$ cat config.mk
export PLATFORM = sky130hd
export DESIGN_NAME = pwm_ramp_ctrl
export DESIGN_NICKNAME = d
export VERILOG_FILES = /design/src/rtl/pwm_ctrl_pkg.sv /design/src/rtl/pwm_ramp_timebase.sv /design/src/rtl/pwm_ramp_ctrl.sv
export SDC_FILE = /design/constraint.sdc
export NUM_CORES = 1
export LEC_CHECK = 0
export CAP_MARGIN = 20
export CELL_PAD_IN_SITES_DETAIL_PLACEMENT = 0
export CELL_PAD_IN_SITES_GLOBAL_PLACEMENT = 1
export CORE_UTILIZATION = 24
export CTS_BUF_LIST = sky130_fd_sc_hd__clkbuf_16
export DETAILED_ROUTE_END_ITERATION = 16
export GPL_TIMING_DRIVEN = 0
export PLACE_DENSITY_LB_ADDON = 0.1
export SETUP_SLACK_MARGIN = 0.05
export SLEW_MARGIN = 20
export SYNTH_ARGS = -nofsm -noshare
export SYNTH_HDL_FRONTEND = slang
export SYNTH_SLANG_ARGS = --single-unit
$ cat constraint.sdc
create_clock -name clk -period 6.5 [get_ports clk]
set_input_delay 0.65 -clock clk [delete_from_list [all_inputs] [get_ports clk]]
set_output_delay 0.65 -clock clk [all_outputs]
set_load 0.01 [all_outputs]
$ cat src/rtl/pwm_ctrl_pkg.sv
// Shared definitions for the PWM ramp controller.
//   - PWM_WIDTH_DEF : default width of counter, duty and target
//   - PWM_STEP_DEF  : default duty change applied per counter period
//   - pwm_state_e   : controller state encoding
package pwm_ctrl_pkg;

    localparam int PWM_WIDTH_DEF = 8;
    localparam int PWM_STEP_DEF  = 1;

    typedef enum logic [1:0] {
        ST_IDLE     = 2'd0,
        ST_RAMP     = 2'd1,
        ST_HOLD     = 2'd2,
        ST_STOPPING = 2'd3
    } pwm_state_e;

endpackage

$ cat src/rtl/pwm_ramp_timebase.sv
// Free-running PWM timebase.
// Ports:
//   clk   - clock, rising edge
//   rst   - asynchronous active-high reset, clears the counter
//   count - current counter value, wraps from all-ones to zero
//   wrap  - high in the cycle where count is all-ones
module pwm_ramp_timebase
    import pwm_ctrl_pkg::*;
#(
    parameter int WIDTH = PWM_WIDTH_DEF
) (
    input  logic             clk,
    input  logic             rst,
    output logic [WIDTH-1:0] count,
    output logic             wrap
);

    localparam logic [WIDTH-1:0] CNT_ONE = {{(WIDTH-1){1'b0}}, 1'b1};
    localparam logic [WIDTH-1:0] CNT_MAX = {WIDTH{1'b1}};

    logic [WIDTH-1:0] count_q;
    logic [WIDTH-1:0] count_d;

    // Next counter value; natural overflow gives the wrap to zero.
    always_comb begin
        count_d = count_q + CNT_ONE;
    end

    // Counter register.
    always_ff @(posedge clk or posedge rst) begin
        if (rst) begin
            count_q <= {WIDTH{1'b0}};
        end else begin
            count_q <= count_d;
        end
    end

    assign count = count_q;
    assign wrap  = (count_q == CNT_MAX);

endmodule

$ cat src/rtl/pwm_ramp_ctrl.sv
// PWM generator whose duty ramps toward an accepted target, one STEP per
// counter period, with a controlled shutdown on stop.
// Build option: define PWM_RAMP_SOFTSTOP_EN to ramp duty down to zero on
// stop; otherwise duty drops to zero at the next counter wrap.
// Ports:
//   clk       - clock, rising edge
//   rst       - asynchronous active-high reset
//   tgt_valid - a new duty target is offered
//   tgt_data  - offered duty target
//   tgt_ready - a target is accepted this cycle (IDLE or HOLD)
//   stop      - request PWM shutdown (wins over a same-cycle target)
//   duty      - current duty setpoint
//   count     - free-running timebase value
//   pwm_out   - registered (duty > count)
//   busy      - state is not IDLE
module pwm_ramp_ctrl
    import pwm_ctrl_pkg::*;
#(
    parameter int WIDTH = PWM_WIDTH_DEF,
    parameter int STEP  = PWM_STEP_DEF
) (
    input  logic             clk,
    input  logic             rst,
    input  logic             tgt_valid,
    input  logic [WIDTH-1:0] tgt_data,
    output logic             tgt_ready,
    input  logic             stop,
    output logic [WIDTH-1:0] duty,
    output logic [WIDTH-1:0] count,
    output logic             pwm_out,
    output logic             busy
);

    // One extra bit keeps the step arithmetic free of wrap-around.
    localparam logic [WIDTH:0] STEP_X = (WIDTH+1)'(STEP);

    // Move cur one STEP toward tgt, landing exactly on tgt when closer than STEP.
    function automatic logic [WIDTH-1:0] ramp_step(input logic [WIDTH-1:0] cur,
                                                   input logic [WIDTH-1:0] tgt);
        logic [WIDTH:0] cur_x;
        logic [WIDTH:0] tgt_x;
        logic [WIDTH:0] res_x;
        cur_x = {1'b0, cur};
        tgt_x = {1'b0, tgt};
        if (tgt_x > cur_x) begin
            res_x = cur_x + STEP_X;
            if (res_x > tgt_x) begin
                res_x = tgt_x;
            end else begin
                res_x = res_x;
            end
        end else begin
            if ((cur_x - tgt_x) > STEP_X) begin
                res_x = cur_x - STEP_X;
            end else begin
                res_x = tgt_x;
            end
        end
        return res_x[WIDTH-1:0];
    endfunction

    pwm_state_e       state_q, state_d;
    logic [WIDTH-1:0] duty_q, duty_d;
    logic [WIDTH-1:0] target_q, target_d;
    logic             pwm_q, pwm_d;

    logic [WIDTH-1:0] count_s;
    logic             wrap_s;
    logic             ready_s;
    logic             xfer_s;
    logic [WIDTH-1:0] ramp_nxt_s;
    logic [WIDTH-1:0] stop_nxt_s;

    pwm_ramp_timebase #(
        .WIDTH (WIDTH)
    ) u_timebase (
        .clk   (clk),
        .rst   (rst),
        .count (count_s),
        .wrap  (wrap_s)
    );

    assign ready_s    = (state_q == ST_IDLE) || (state_q == ST_HOLD);
    assign xfer_s     = tgt_valid && ready_s;
    assign ramp_nxt_s = ramp_step(duty_q, target_q);
    // Shutdown uses the same stepping toward a target of zero.
    assign stop_nxt_s = ramp_step(duty_q, {WIDTH{1'b0}});

    // Next-state, duty and target update.
    always_comb begin
        state_d  = state_q;
        duty_d   = duty_q;
        target_d = target_q;
        case (state_q)
            ST_IDLE: begin
                if (xfer_s) begin
                    target_d = tgt_data;
                    state_d  = (tgt_data != duty_q) ? ST_RAMP : ST_HOLD;
                end else begin
                    state_d = ST_IDLE;
                end
            end
            ST_HOLD: begin
                if (stop) begin
                    state_d = ST_STOPPING;
                end else if (xfer_s) begin
                    target_d = tgt_data;
                    state_d  = (tgt_data != duty_q) ? ST_RAMP : ST_HOLD;
                end else begin
                    state_d = ST_HOLD;
                end
            end
            ST_RAMP: begin
                if (stop) begin
                    state_d = ST_STOPPING;
                end else if (wrap_s) begin
                    duty_d  = ramp_nxt_s;
                    state_d = (ramp_nxt_s == target_q) ? ST_HOLD : ST_RAMP;
                end else begin
                    state_d = ST_RAMP;
                end
            end
            ST_STOPPING: begin
                if (wrap_s) begin
`ifdef PWM_RAMP_SOFTSTOP_EN
                    duty_d  = stop_nxt_s;
                    state_d = (stop_nxt_s == {WIDTH{1'b0}}) ? ST_IDLE : ST_STOPPING;
`else
                    duty_d  = {WIDTH{1'b0}};
                    state_d = ST_IDLE;
`endif
                end else begin
                    state_d = ST_STOPPING;
                end
            end
            default: begin
                state_d = ST_IDLE;
            end
        endcase
    end

    // PWM compare; registered below for a one-cycle latency.
    always_comb begin
        pwm_d = (duty_q > count_s) ? 1'b1 : 1'b0;
    end

    // Controller registers.
    always_ff @(posedge clk or posedge rst) begin
        if (rst) begin
            state_q  <= ST_IDLE;
            duty_q   <= {WIDTH{1'b0}};
            target_q <= {WIDTH{1'b0}};
            pwm_q    <= 1'b0;
        end else begin
            state_q  <= state_d;
            duty_q   <= duty_d;
            target_q <= target_d;
            pwm_q    <= pwm_d;
        end
    end

    assign tgt_ready = ready_s;
    assign duty      = duty_q;
    assign count     = count_s;
    assign pwm_out   = pwm_q;
    assign busy      = (state_q != ST_IDLE);

endmodule

==> run summary, run 1 <==
The worst setup path is launched from a flop. After clock tree synthesis, the clock-pin slew on the worst setup and hold paths is 0.08 ns. At the worst endpoint, the required time is 6.67 ns. The H-tree depth came out at 1.

Among all stages on the critical path, the largest delay is contributed by o41ai_1. The die covers 11500 um2. Summed over all nets, wire length on met2 after detailed routing comes to 3.70 mm.

The fraction of final layout cells with drive strength greater than 1 is 0.0904, and the site row count is 38. For the hold violation total from the final report, the log shows 0. The count of distinct cell types in the synthesized netlist is 65. The number of buffers inserted during clock tree synthesis was 3; the setup clock skew after layout was 0.00676 ns. The kind of critical path is reg2reg. In this run the cell area of the synthesized design comes to 2660 um2. The tools report the worst setup path startpoint as duty[1]$_DFFE_PP0P_.

From left edge to right edge, the die measures 107 um. Maximum cell stage delay along the critical path: 0.60 ns. In this run the deepest clock path goes through 2 buffers. TritonCTS built the clock tree. In this run the worst hold path is classified as reg2reg.

In this run the static leakage power is 1.38 nW. The routed wire length on met3 came out at 292 um. The count of placed standard cells including taps came out at 468. The routed via count is 2310, and the die height is 107 um. For this run, design rule violations remaining after detail routing come to 0. Signed area change from the synthesized netlist to the final layout: 20.9%. Dividing the detail-routed wire length by the instance count gives 17.3 um. Sorting the synthesized cells by area gives the leading types as dfrtp_1 25%, ha_1 13%, xnor2_1 6.6%. For the overflow left after global routing, the log shows 0.

The predominant post-synthesis flop cell is dfrtp_1. The number of inserted filler cells in the final layout is 1141, and the via density per instance is 4.89. During synthesis, Yosys emitted a total of 0 warnings.

The tightest slew margin relative to the limit came out at 0.376. The congestion estimate from routability-driven global placement came to 0.788. Entering global routing, the biggest net connects 28 pins. The sequential share of the synthesized area was 0.254; the mean area per synthesized cell was 8.91 um2. At the worst endpoint, the arrival time is 4.35 ns. At the end of the flow, the number of nets in the layout was 373. Once detail routing completed, the nets flagged for antenna violations numbered 0. The worst setup path is captured at a flop. For the final HPWL from detailed placement, the log shows 6.58 mm. The critical register-to-register path startpoint was duty[1]$_DFFE_PP0P_. 0 antenna diodes ended up in the layout.

The top layer used by detailed routing is met4. The final layout contains routed wiring with a total length of 8.17 mm. The via count of the first global-routing pass was 2293; the total of flip-flops plus latches after synthesis was 27. The tool flagged a number of max-cap violations equal to 0.

For the number of antenna violations at the first check in global routing, the log shows 0. The worst-margin pin slew is 0.928 ns, and the worst slack after detailed placement is 2.31 ns. The least setup slack across all paths after layout is 2.32 ns.

In this run the most critical hold path is launched from u_timebase.count[7]$_DFF_PP0_. Wire length of the first global-routing pass: 12.9 mm. Setup repair after global routing left no endpoint under its margin. Setup violations remaining at the end of the flow were counted as 0. Counting flops with a built-in enable in the synthesized netlist gives 0.

The run gives 472 as the final standard cell count with taps included and fillers excluded. Summing internal, switching and leakage power gives 0.000421 W. Number of sinks driven by the clock tree: 27.

In this run the post-CTS setup repair buffer count came out at 0. The placeable core region was 10800 um2; the starting density of the core was 0.246. The routed length on met1 was 4.09 mm.

Traced cell by cell, the critical path runs through ha_1 -> and3_1 -> and3_1 -> xnor2_1 -> inv_1 -> ha_1 -> nand4_1 -> a21oi_1 -> o41ai_1 -> nand3_1 -> o22a_2 -> a311o_2 -> o21a_1. Share of the clock period used by the worst path after layout: 0.643. The run finished with clean final reports. The synthesized netlist net count is 338, and the first-pass detailed-route iteration total is 4.

For this design the ratio of total power to cell area is 131 nW/um2. The cell at the root of the clock tree was clkbuf_16. The number of hold buffers added after CTS was 0. The logs give 31 for the number of top-level pins and 0.27 ns for the later-pin clock latency in the skew report. The post-synthesis async set-or-reset flop share works out to 1.00. The worst path in the final design needs a cycle of 4.18 ns, including I/O delays and setup. For the setup TNS, the log shows 0 ns. Along the worst path, the maximum fanout reaches 11. The count of pins over their slew limit is 0, and the area fraction of the dominant cell type after synthesis is 0.254. For this block, the initial DRC count from the detailed router was 117. Timing would allow up to 0.239 GHz. Gate count of the mapped netlist: 298.

The largest total area in the synthesized netlist belongs to dfrtp_1. For the global router's overall resource usage, the log shows 0.148. Buffers placed on the I/O ports in this run total 30. After clock tree synthesis, the repair step resized 0 gates. IR analysis of the VDD net gives a maximum drop of 89.7 uV.
-- power breakdown --
part | switching (W) | internal (W) | total, W
clock network | 0.0000667 | 0.0000835 | 0.000150
registers | 0.00000542 | 0.000172 | 0.000177
logic | 0.0000536 | 0.0000397 | 0.0000933
total | 0.000126 | 0.000295 | 0.000421
-- stage by stage --
step | area (um2) | utilization | hold slack, ns
after global routing | 3210 | 0.297 | 0.541
after global placement | 3130 | 0.290 | 0.497
after floorplan | 2660 | - | 0.503
final | 3210 | 0.297 | 0.503
after detailed placement | 3130 | 0.290 | 0.495
after CTS | 3210 | 0.297 | 0.510
-- cell usage after synthesis (3+ instances only) --
cell,count
or4_1,3
inv_1,27
o31ai_1,4
ha_1,27
xor2_1,16
nor4_1,5
a21o_1,4
and3_1,7
nand2_1,19
xnor2_1,20
clkbuf_1,6
nand2b_1,3
dfrtp_1,27
mux2_2,8
o21ai_1,6
nor2b_1,3
nor3_1,3
a21oi_1,13
o21ai_0,9
a211oi_1,4
nor2_1,17
nand3_1,10
-- final cells by class --
type / instances / area, um2 / share of cell area
buffer: 8 / 30.0 / 0.00935
clock buffer: 3 / 75.1 / 0.0234
clock inverter: 1 / 5.00 / 0.00156
inverter: 27 / 101 / 0.0316
multi-input combinational: 236 / 1850 / 0.576
sequential: 27 / 676 / 0.210
tap: 140 / 175 / 0.0546
timing repair buffer: 30 / 300 / 0.0935
-- critical path: cells and delay by family (launching register included) --
family                   cells  cell delay (ns)
AO/OA/AOI/OAI                5             1.58
AND/OR/NAND/NOR              4             0.93
adder cells (fa/ha/maj)      2             0.61
flip-flops                   1             0.57
XOR/XNOR                     1             0.28
buffers and inverters        1             0.09
-- metal layers --
metal  GRT usage  up-vias
met5           0        -
met4      0.0342        0
met3     0.00973        7
met2       0.242       51
met1       0.212     1094
li1            -     1158
-- cell families after synthesis --
| logic type | Yosys count | share of synthesized area |
|---|---|---|
| AO/OA/AOI/OAI | 75 | 0.227 |
| XOR/XNOR | 36 | 0.119 |
| AND/OR/NAND/NOR | 88 | 0.178 |
| multiplexers | 9 | 0.0377 |
| adder cells (fa/ha/maj) | 28 | 0.135 |
| buffers and inverters | 35 | 0.0495 |
| flip-flops | 27 | 0.254 |
-- flip-flops by register name, indices dropped and copies added (netlist names) --
name and flops:
duty 8, pwm_out 1, target_q 8, u_timebase.count 8
state_q 2
-- path summary, 6_finish.rpt --
kind,to,slack (ns),cells after the start
worst max-delay path,state_q[0]$_DFF_PP0_,2.32,13
worst min-delay path,u_timebase.count[7]$_DFF_PP0_,0.50,1
worst max register to register,state_q[0]$_DFF_PP0_,2.32,13
worst min register to register,u_timebase.count[7]$_DFF_PP0_,0.50,1
max in group asynchronous,duty[3]$_DFFE_PP0P_,5.33,2
min in group asynchronous,duty[4]$_DFFE_PP0P_,0.77,2
-- cell usage in the layout, fill, tap and decap left out, drive strengths merged, types with 7 or more instances in the layout --
cell	instances
clkdlybuf4s50	30
ha	27
dfrtp	27
inv	27
xnor2	20
nand2	19
nor2	18
xor2	16
o21ai	15
a21oi	14
nand3	10
clkbuf	9
mux2	8
and3	7
No activity file was read; power rests on OpenSTA's default activity.
==> run 2: changes to the inputs <==
Clock period 6.5 ns to 3.9 ns, I/O delays scaled along.
==> run summary, run 2 (synthesized netlist as in run 1, its figures left out) <==
The total power divided by cell area came out at 215 nW/um2 (+64%). The worst path arrival time was 3.86 ns (-0.49 ns); the maximum ir drop on the vdd rail was 149 uV (+66%). The logs give 2293 (unchanged) for the via count of the first global-routing pass and 28 (unchanged) for the maximum number of pins on one net before global-route repair. The wire length of the first global-routing pass is 12.9 mm (about the same), and the number of hold buffers added after cts is 0 (unchanged). The first-iteration detailed-routing DRC count was 100 (-15%). The clock slew seen by the registers of the worst setup and hold paths was 0.08 ns (about the same); the die width was 107 um (unchanged).

The logs give 0.000494 W (+67%) for the internal cell power and 6.58 mm (unchanged) for the final HPWL from detailed placement. The number of sinks driven by the clock tree was 27 (unchanged); the count of pins over their slew limit was 0 (unchanged). The share of total power in combinational logic is 0.226 (+0.004), and the number of top-level pins is 31 (unchanged). The number of buffers inserted during clock tree synthesis is 3 (unchanged). Tightest slew margin relative to the limit: 0.381 (+0.00479).

Count of antenna diodes in the layout: 0 (unchanged). Worst setup path startpoint: duty[1]$_DFFE_PP0P_. The switching power is 0.000210 W (+67%). TritonCTS built the clock tree.

The fraction of final layout cells with drive strength greater than 1 is 0.129 (+0.0388). The buffer depth of the longest clock path was 2 (unchanged); the die height was 107 um (unchanged). The library cells used most frequently in the layout, excluding fill and tap cells, are 30 x clkdlybuf4s50_1, 27 x ha_1, 26 x dfrtp_1, 25 x inv_1, 19 x nand2_1.

The placeable core region is 10800 um2 (unchanged). The minimum clock period was 3.69 ns (-0.489 ns). The highest net fanout along the worst path works out to 11 (unchanged). The H-tree depth is 1 (unchanged), and the data required time of the critical path is 4.07 ns (-2.60 ns).

The share of the clock period used by the worst path after layout is 0.946 (+0.303), and the setup clock skew after layout is 0.00592 ns (-0.000836 ns). The final design area excluding fillers was 3270 um2 (+1.8%). For the count of maximum capacitance violations, the log shows 0 (unchanged). The tools report the minimum setup slack among reg-to-reg paths as 0.21 ns (-2.11 ns). The switching fraction of total power came out at 0.298 (-0.000440). Count of nets after finishing: 374 (+0.27%). The tree is rooted in a clkbuf_16. The logs give 0.271 GHz (+13%) for the maximum frequency from static timing analysis and 0.246 (unchanged) for the starting density of the core. The first-pass detailed-route iteration total is 4 (unchanged), and the power share of the sequential group is 0.419 (-0.002).

The tools report the total power of the final layout as 0.000704 W (+67%). The cell area after placement was 3130 um2 (unchanged). The tools report the final number of setup-violating endpoints as 0 (unchanged). Compared with the post-synthesis result, the final layout area differs by 23.1%. The detailed-route wire length per cell works out to 17.2 um (-0.58%). The site row count was 38 (unchanged). The run gives 0.27 ns (about the same) as the later-pin clock latency in the skew report. The run gives 11500 um2 (unchanged) as the overall die area. The setup TNS is 0 ns (unchanged). The critical hold path startpoint was u_timebase.count[7]$_DFF_PP0_. The fraction of power consumed by the clock network was 0.355 (-0.002); the routed via count was 2313 (+0.13%). The run gives 1.41 nW (+2.2%) as the static leakage power. The total wire length is 8.14 mm (-0.37%). Setup repair after global routing could not meet its margin everywhere. The remaining routing DRC violations is 0 (unchanged). The kind of critical path is reg2reg.

The most common cell after layout, fill and taps aside was clkdlybuf4s50_1. The via density per instance was 4.89 (about the same). The worst-margin pin slew is 0.920 ns (-0.00712 ns).

The logs give 0 (unchanged) for the number of antenna violations at the first check in global routing and 0.788 (unchanged) for the final weighted congestion in routability-driven placement. The flow ran to the end, and the final reports show no timing, DRC or antenna violations. The global router's overall resource usage was 0.148 (about the same); the antenna violation net count after detailed routing was 0 (unchanged).

The run gives 0 (unchanged) as the overflow left after global routing. The number of port buffers is 30 (unchanged). In this run the critical register-to-register path is launched from duty[1]$_DFFE_PP0P_.

STA classifies the critical path endpoint as a flop. The hold violation total from the final report came out at 0 (unchanged). Path category of the worst min-delay check: reg2reg. STA classifies the critical path startpoint as a flop.
==> run 2: path summary, 6_finish.rpt <==
path                                                 end  cells after the start
setup reg to reg                    state_q[0]$_DFF_PP0_                     13
min in group asynchronous  u_timebase.count[7]$_DFF_PP0_                      2
max in group asynchronous            duty[1]$_DFFE_PP0P_                      2
hold reg to reg            u_timebase.count[7]$_DFF_PP0_                      1
setup / recovery                    state_q[0]$_DFF_PP0_                     13
hold / removal             u_timebase.count[7]$_DFF_PP0_                      1
==> run 2: stage by stage <==
stage	hold WS, ns	cells	utilization	setup WS [ns]
floorplan	0.443	298	-	0.376
finish	0.503	473	0.303	0.211
detailed placement	0.495	468	0.290	-0.286
CTS	0.510	473	0.300	0.0953
global route	0.541	473	0.303	0.0400
global placement	0.497	468	0.290	-0.371
==> run 2: repair_timing <==
item / 4_1_cts / 5_1_grt
cloned: 0 / 0
setup endpoints to repair: 6 / 5
gates resized for setup: 7 / 8
pin swaps: 1 / 2
buffers inserted: 1 / 0
==> run 2: worst max-delay path: stages, from the launching register on <==
cell and delay [ns]:
dfrtp_2 0.52, ha_1 0.25, and3_1 0.24, and3_1 0.23, xnor2_2 0.20, inv_1 0.08, ha_1 0.30, nand4_1 0.15
o41a_1 0.41, o41ai_2 0.10, nand3_2 0.23, o22a_2 0.33, a311o_2 0.39, o21a_1 0.16
==> run 2: power by group through the flow <==
stage / logic (W) / registers, W / clock network [W]
2_1_floorplan: 0.000110 / 0.000297 / 0
3_3_place_gp: 0.000156 / 0.000301 / 0
3_5_place_dp: 0.000156 / 0.000301 / 0
4_1_cts: 0.000159 / 0.000295 / 0.000258
5_1_grt: 0.000176 / 0.000296 / 0.000265
6_report: 0.000159 / 0.000295 / 0.000250
==> run 2: per-layer routing <==
layer	GRT usage	part of all wire	up-vias
met5	0	0	-
met4	0.0342	0.011	0
met3	0.00973	0.039	6
met2	0.242	0.46	45
met1	0.212	0.49	1099
li1	-	-	1163
==> run 2: final cells by class <==
| type | count | area (um2) |
|---|---|---|
| plain buffers | 8 | 33.8 |
| repair buffers | 31 | 308 |
| flip-flops and latches | 27 | 677 |
| multi-input cells | 236 | 1890 |
| clock inverters | 1 | 5.00 |
| fillers | 1141 | 7520 |
| clock buffers | 3 | 75.1 |
| inverters | 27 | 101 |
| well taps | 140 | 175 |
